## config.mk

```make
export PLATFORM = sky130hd
export DESIGN_NAME = controle_vedacao
export DESIGN_NICKNAME = d
export VERILOG_FILES = /design/src/rtl/controle_vedacao.sv
export SDC_FILE = /design/constraint.sdc
export NUM_CORES = 1
export LEC_CHECK = 0
export CAP_MARGIN = 0
export CORE_ASPECT_RATIO = 1.5
export CORE_MARGIN = 2
export CORE_UTILIZATION = 39
export CTS_CLUSTER_DIAMETER = 60
export CTS_CLUSTER_SIZE = 20
export DETAILED_ROUTE_END_ITERATION = 7
export SKIP_CTS_REPAIR_TIMING = 1
export SLEW_MARGIN = 0
export SYNTH_ARGS = -nofsm -noshare
export SYNTH_HDL_FRONTEND = slang
export SYNTH_SLANG_ARGS = --single-unit
```

## constraint.sdc

```tcl
create_clock -name clk -period 5.95 [get_ports clk]
set_clock_uncertainty 0.15 [all_clocks]
set_input_delay 1.19 -clock clk [delete_from_list [all_inputs] [get_ports clk]]
set_output_delay 1.19 -clock clk [all_outputs]
set_load 0.1 [all_outputs]
```

## src/rtl/controle_vedacao.sv

```systemverilog
// Sealing-station controller: seal timing, stopper magazine, bottle-removal
// watchdog and a latched, acknowledged alarm with a cause code.
// Optional seal counter port `total` is enabled by defining VEDACAO_CONTADOR_EN.
`timescale 1ns/1ps

module controle_vedacao #(
  parameter int unsigned SEAL_CYCLES = 4,
  parameter int unsigned CAPACITY    = 50,
  parameter int unsigned LOW_THRESH  = 5,
  parameter int unsigned TIMEOUT     = 64,
`ifdef VEDACAO_CONTADOR_EN
  parameter int unsigned CNT_W       = 16,
`endif
  localparam int unsigned CAP_W      = $clog2(CAPACITY + 1)
) (
  input  logic             clk,
  input  logic             reset,
  input  logic             garrafa,
  input  logic             pos,
  input  logic             rolha,
  input  logic             recarga,
  input  logic             ack,
  output logic             ve,
  output logic             done,
  output logic             alarme,
  output logic [1:0]       falha,
  output logic [CAP_W-1:0] rolhas,
  output logic             estoque_baixo
`ifdef VEDACAO_CONTADOR_EN
  ,
  output logic [CNT_W-1:0] total
`endif
);

  // Timer holds SEAL_CYCLES-1, watchdog holds TIMEOUT-1
  localparam int unsigned TW = (SEAL_CYCLES > 1) ? $clog2(SEAL_CYCLES) : 1;
  localparam int unsigned WW = (TIMEOUT > 1) ? $clog2(TIMEOUT) : 1;

  localparam logic [1:0] FalhaNone   = 2'b00;
  localparam logic [1:0] FalhaRolha  = 2'b01;
  localparam logic [1:0] FalhaPerda  = 2'b10;
  localparam logic [1:0] FalhaTravou = 2'b11;

  typedef enum logic [2:0] {StIdle, StSeal, StDone, StWaitLeave, StAlarm} state_e;

  state_e           r_state, w_state_nxt;
  logic [TW-1:0]    r_timer, w_timer_nxt;
  logic [WW-1:0]    r_wdog, w_wdog_nxt;
  logic [1:0]       r_falha, w_falha_nxt;
  logic [CAP_W-1:0] r_rolhas, w_rolhas_nxt;
  logic             w_seal_end;
  logic             w_cause_clear;

  // State and datapath registers
  always_ff @(posedge clk or posedge reset) begin
    if (reset) begin
      r_state  <= StIdle;
      r_timer  <= '0;
      r_wdog   <= '0;
      r_falha  <= FalhaNone;
      r_rolhas <= CAP_W'(CAPACITY);
    end else begin
      r_state  <= w_state_nxt;
      r_timer  <= w_timer_nxt;
      r_wdog   <= w_wdog_nxt;
      r_falha  <= w_falha_nxt;
      r_rolhas <= w_rolhas_nxt;
    end
  end

  // Next-state logic, alarm latching and cause clearing
  always_comb begin
    w_state_nxt   = r_state;
    w_timer_nxt   = r_timer;
    w_wdog_nxt    = r_wdog;
    w_falha_nxt   = r_falha;
    w_seal_end    = 1'b0;
    w_cause_clear = 1'b0;
    unique case (r_state)
      StIdle: begin
        if (r_rolhas == '0 || !rolha) begin
          w_state_nxt = StAlarm;
          w_falha_nxt = FalhaRolha;
        end else if (garrafa && pos) begin
          w_state_nxt = StSeal;
          w_timer_nxt = TW'(SEAL_CYCLES - 1);
        end
      end
      StSeal: begin
        if (!garrafa || !pos) begin
          w_state_nxt = StAlarm;
          w_falha_nxt = FalhaPerda;
        end else if (r_timer == '0) begin
          w_state_nxt = StDone;
          w_seal_end  = 1'b1;
        end else begin
          w_timer_nxt = r_timer - TW'(1);
        end
      end
      StDone: begin
        w_state_nxt = StWaitLeave;
        w_wdog_nxt  = '0;
      end
      StWaitLeave: begin
        // Bottle must leave before the next seal can start
        if (!garrafa) begin
          w_state_nxt = StIdle;
        end else if (r_wdog == WW'(TIMEOUT - 1)) begin
          w_state_nxt = StAlarm;
          w_falha_nxt = FalhaTravou;
        end else begin
          w_wdog_nxt = r_wdog + WW'(1);
        end
      end
      StAlarm: begin
        case (r_falha)
          FalhaRolha:  w_cause_clear = (r_rolhas != '0) && rolha;
          FalhaPerda:  w_cause_clear = 1'b1;
          FalhaTravou: w_cause_clear = !garrafa;
          default:     w_cause_clear = 1'b1;
        endcase
        if (ack && w_cause_clear) begin
          w_state_nxt = StIdle;
          w_falha_nxt = FalhaNone;
        end
      end
      default: w_state_nxt = StIdle;
    endcase
  end

  // Magazine: reload wins over a same-cycle decrement
  always_comb begin
    w_rolhas_nxt = r_rolhas;
    if (recarga) begin
      w_rolhas_nxt = CAP_W'(CAPACITY);
    end else if (w_seal_end && r_rolhas != '0) begin
      w_rolhas_nxt = r_rolhas - CAP_W'(1);
    end
  end

`ifdef VEDACAO_CONTADOR_EN
  logic [CNT_W-1:0] r_total;

  // Completed-seal counter, wraps naturally
  always_ff @(posedge clk or posedge reset) begin
    if (reset) begin
      r_total <= '0;
    end else if (w_seal_end) begin
      r_total <= r_total + CNT_W'(1);
    end
  end

  assign total = r_total;
`endif

  assign ve            = (r_state == StSeal);
  assign done          = (r_state == StDone);
  assign alarme        = (r_state == StAlarm);
  assign falha         = r_falha;
  assign rolhas        = r_rolhas;
  assign estoque_baixo = (32'(r_rolhas) <= LOW_THRESH);

endmodule

```

Word level (Yosys, flattened, before mapping)
Cells that the tools add are included.
{ "totals": {"n_memories": 0, "mem_bits_rw": 0, "elab_cells": 79, "in_bits": 7, "latchBits": 0, "mem_bits_ro": 0, "output_inout_bits": 12, "ff_bits": 19} }
{ "classes": {"bitwise": 0, "order_cmp": 1, "addsub": 3, "n_mul": 0, "reduce_logical": 21, "mux": 29, "div_mod_pow": 0, "shifts": 0, "eq_ne": 20} }
{ "ops": {"columns": ["cell", "n"], "rows": [
  ["two-way mux 6 bit", 4],
  ["two-way mux 3 bit", 7],
  ["two-way mux 2 bit", 9],
  ["inequality test 2 bit, second input constant", 8],
  ["one-hot mux 3 bit (5 select lines)", 1],
  ["one-hot mux 6 bit (2 select lines)", 1],
  ["one-hot mux 2 bit (4 select lines)", 1],
  ["adder 6 x 1 -> 6 bit, second input constant", 1],
  ["equality test 3 x 2 -> 1 bit, second input constant", 2],
  ["equality test 6 bit, second input constant", 1],
  ["<= comparator 6 x 3 -> 1 bit, second input constant", 1],
  ["logical NOT 6 bit", 1],
  ["inequality test 3 bit, second input constant", 2],
  ["AND reduction 6 bit", 1],
  ["nonzero test 2 bit", 3],
  ["nonzero test 6 bit", 1],
  ["subtractor 6 x 1 -> 6 bit, second input constant", 1],
  ["AND reduction 5 bit", 1],
  ["logical AND 1 bit", 4],
  ["two-way mux 1 bit", 4],
  ["inequality test 2 x 1 -> 1 bit, second input constant", 2],
  ["one-hot mux 2 bit (2 select lines)", 1],
  ["AND reduction 4 bit", 1],
  ["nonzero test 4 bit", 1],
  ["12 further kinds", 15]
]} }

Logic depth before layout (Yosys ltp)
{ "logic_depth": {"ltp_word": 7, "mapped_depth": 7, "ltp_nobuf": 7} }

Worst setup path before layout
No wires, ideal clock.
{ "synth_timing": {"kind": "flip-flop to output port", "start": "reg r_rolhas[3] (netlist: rolhas[3])", "end": "out estoque_baixo", "stages_incl_launch_ff": 3, "path_buffers": 0, "arrival_time_ps": 2817, "required_time_ps": 4610, "slack_ps": 1793, "cell_sequence": "dfrtp_1 -> or3_4 -> a21oi_1"} }
{ "synth_between": {"elab_chain_cells": 1} }
{ "synth_lines": {"columns": ["item", "line_no", "source"], "rows": [
  ["start, declared", "50", "logic [CAP_W-1:0] r_rolhas, w_rolhas_nxt;"],
  ["start signal, assigned", "61", "r_rolhas <= CAP_W'(CAPACITY);"],
  ["start signal, assigned", "67", "r_rolhas <= w_rolhas_nxt;"],
  ["<= comparator 6 x 3 -> 1 bit", "161", "assign estoque_baixo = (32'(r_rolhas) <= LOW_THRESH);"],
  ["end, declared", "28", "output logic estoque_baixo"]
]} }
No other way between the ends.

Worst setup path after layout
{ "layout_timing": {"start": "reg r_state[0]", "end": "out ve"} }
{ "layout_between": {"elab_chain_cells": 1} }
{ "layout_lines": {"columns": ["item", "line_no", "source"], "rows": [
  ["start, declared", "46", "state_e r_state, w_state_nxt;"],
  ["start signal, assigned", "57", "r_state <= StIdle;"],
  ["start signal, assigned", "63", "r_state <= w_state_nxt;"],
  ["equality test 3 x 1 -> 1 bit", "156", "assign ve = (r_state == StSeal);"],
  ["end, declared", "23", "output logic ve,"]
]} }
No other way between the ends.

==> impl_metrics.py <==
metrics = {
    "sta": {
        "fin_tns_setup_ns": 0,
        "tightestPinTransition_ns": 0.967,
        "finalCritPeriodShare_pct": 63.9,
        "rsz0062_at_grt": "no",
        "fmax_ghz": 0.263,
        "setup_viol": 0,
        "drv_slew": 0,
        "hold_viol": 0,
        "relSlewSlack_pct": 35.3,
        "fin_crit_ns": 3.80,
    },
    "yosys": {
        "synth_compound_area_share_pct": 16.5,
        "syn_nets": 138,
        "synth_cell_types": 44,
        "synth_top_family_by_area": "simple AND/OR/NAND/NOR gates",
        "yosysSeqAreaShare_pct": 39.7,
        "yosys.area.top_type": "dfrtp_1",
        "syn_area_um2": 1210,
        "synth_xor_area_share_pct": 5.08,
        "synth_area_leaders": "dfrtp_1 33%, dfstp_2 6.5%, nor2_1 5.0%, xnor2_1 4.4%, ha_1 4.1%",
        "ys_seq_elements": 19,
        "synth_top_cell_area_share_pct": 33.2,
        "synthCells": 127,
        "synthMuxAreaShare_pct": 3.42,
        "yosys.area_share.simple_pct": 26.9,
        "yosysWarnings": 0,
        "synthAdderAreaFrac_pct": 4.15,
        "synth-edff-count": 0,
        "syn_area_per_cell_um2": 9.51,
        "synthFlopType": "dfrtp_1",
        "async_flop_share_pct": 100,
    },
    "pwr": {
        "seq_power_share_pct": 40.1,
        "ir_drop_mv": 0.173,
        "p_leak_nw": 0.576,
        "combinationalPowerShare_pct": 39.8,
        "intPower_mw": 0.264,
        "swShare_pct": 41.3,
        "p_per_area_nw_per_um2": 308,
        "power.share.clock_pct": 20.0,
        "p_switching_mw": 0.186,
    },
    "die": {
        "chipWidth_um": 49.4,
        "core_area_um2": 2940,
        "pin_count": 19,
        "rows": 24,
        "dieHeight_um": 72.1,
        "dieArea_um2": 3570,
        "initial_utilization_pct": 41.0,
    },
    "clock_network": {
        "cts.sinks": 19,
        "path_clk_slew_ns": 0.07,
        "root_buffer": "clkbuf_8",
        "cts_tree": "yes",
        "clkLatencyLatePin_ns": 0.26,
        "numCtsBuffers": 3,
        "h-tree-depth": 1,
        "cts_buffer_depth": 2,
    },
    "critical_path": {
        "cp-start-kind": "flop",
        "setup.worst_path.start": "r_state[0]",
        "worstPathRequired_ns": 4.61,
        "r2r-start": "rolhas[1]",
        "cp_max_fo": 19,
        "setup.worst_path.class": "reg2out",
        "worstSetupEndpointType": "output pin",
        "cp.arrival_ns": 2.46,
    },
    "worst_hold_path": {
        "min_from": "r_timer[1]",
        "hold_path.class": "reg2reg",
    },
    "final_layout": {
        "seq_area_um2": 479,
        "syn_to_final_growth_pct": 20.9,
        "layout_common_cells": "18 x clkdlybuf4s50_1, 16 x nor2_1, 16 x dfrtp_1",
        "fillers": 316,
        "fin_area_um2": 1460,
        "antennaDiodeCount": 0,
        "multi_input_area_um2": 677,
        "nNetsFinal": 157,
        "final_common_cell": "clkdlybuf4s50_1",
        "layout-drive-gt1-share_pct": 11.0,
    },
    "global_routing": {
        "grt_pass1_wl_um": 4530,
        "grtUsageTotal_pct": 16.5,
        "grt_pass1_vias": 1062,
        "antenna_found_initial": 0,
        "grt_max_degree": 20,
        "grt-ovfl-total": 0,
    },
    "placement": {
        "dp_hpwl_um": 1960,
        "dpl_cell_area_um2": 1420,
        "place.gp.congestion": 0.809,
        "io_buffers": 18,
    },
    "job": {
        "maxCapViolations": 0,
    },
    "routing": {
        "avgViaCountPerCell": 5.32,
        "routed_wl_um": 2520,
        "vias": 979,
        "wl_per_cell_um": 13.7,
        "drt-pass1-iter-count": 4,
        "ant_nets": 0,
        "drc": 0,
        "drtIter0Drc": 21,
    },
    "outcome": {
        "status": "finished clean",
    },
}
synth_stat cells (all sizes together) (3+ instances only):
master / count
nand2: 11
mux2i: 3
ha: 4
nor2: 16
or3: 3
nand2b: 7
xnor2: 6
nand3: 3
a21oi: 5
dfstp: 3
nor4: 3
o31ai: 4
buf: 3
dfrtp: 16
o21ai: 7
inv: 8
layout make-up:
class                   count  share of cell area (%)
flip-flops and latches     19                    32.8
repair buffers             18                    12.3
well taps                  39                    3.34
inverters                   8                    2.06
clock buffers               4                    3.08
multi-input cells          96                    46.4
state kept, by name, summed over array words and instances, names as in the netlist:
signal,cells
r_wdog,6
r_timer,2
r_state,3
rolhas,6
falha,2
logic make-up after synthesis:
logic type / count (synthesis)
adders and majority gates: 4
AOI/OAI and AO/OA: 27
muxes: 4
xor gates and xnor gates: 7
buffers and inverters: 12
DFF: 19
and+or+nand+nor: 54
worst paths after layout:
kind	endpoint	slack, ns	cells after the start
min	r_timer[1]	0.38	2
max reg2reg	falha[1]	3.82	7
max	ve	2.15	2
max in group asynchronous	rolhas[0]	3.96	2
min reg2reg	r_timer[1]	0.38	2
min in group asynchronous	r_wdog[4]	1.21	2
power groups by stage:
stage          registers, mW  logic (mW)  clock network [mW]
2_1_floorplan          0.202       0.122                   0
3_3_place_gp           0.181       0.180                   0
3_5_place_dp           0.183       0.181                   0
4_1_cts                0.180       0.181              0.0934
5_1_grt                0.185       0.193              0.0980
6_report               0.180       0.179              0.0900
stage by stage:
step / setup WS [ns] / total power, mW / instances / hold WS (ns) / util [%]
after global routing: 2.05 / 0.475 / 184 / 0.422 / 49.6
after detailed placement: 2.45 / 0.363 / 180 / 0.378 / 48.1
after floorplan: 1.79 / 0.324 / 127 / 0.337 / -
after global placement: 2.48 / 0.361 / 180 / 0.362 / 48.1
after CTS: 2.15 / 0.454 / 184 / 0.389 / 49.6
final: 2.15 / 0.450 / 184 / 0.383 / 49.6
routing by layer:
metal	vias to the layer above	global-route usage (%)	wire length [µm]
li1	483	-	-
met1	473	17.0	989
met2	18	32.1	1390
met3	5	2.06	85
met4	0	8.33	55
met5	-	0	0
worst max-delay path, stage by stage (launching register included):
cell and delay (ns):
dfrtp_1 0.70, nor3b_4 0.33, clkdlybuf4s50_1 1.17
No activity file was read; power rests on OpenSTA's default activity.
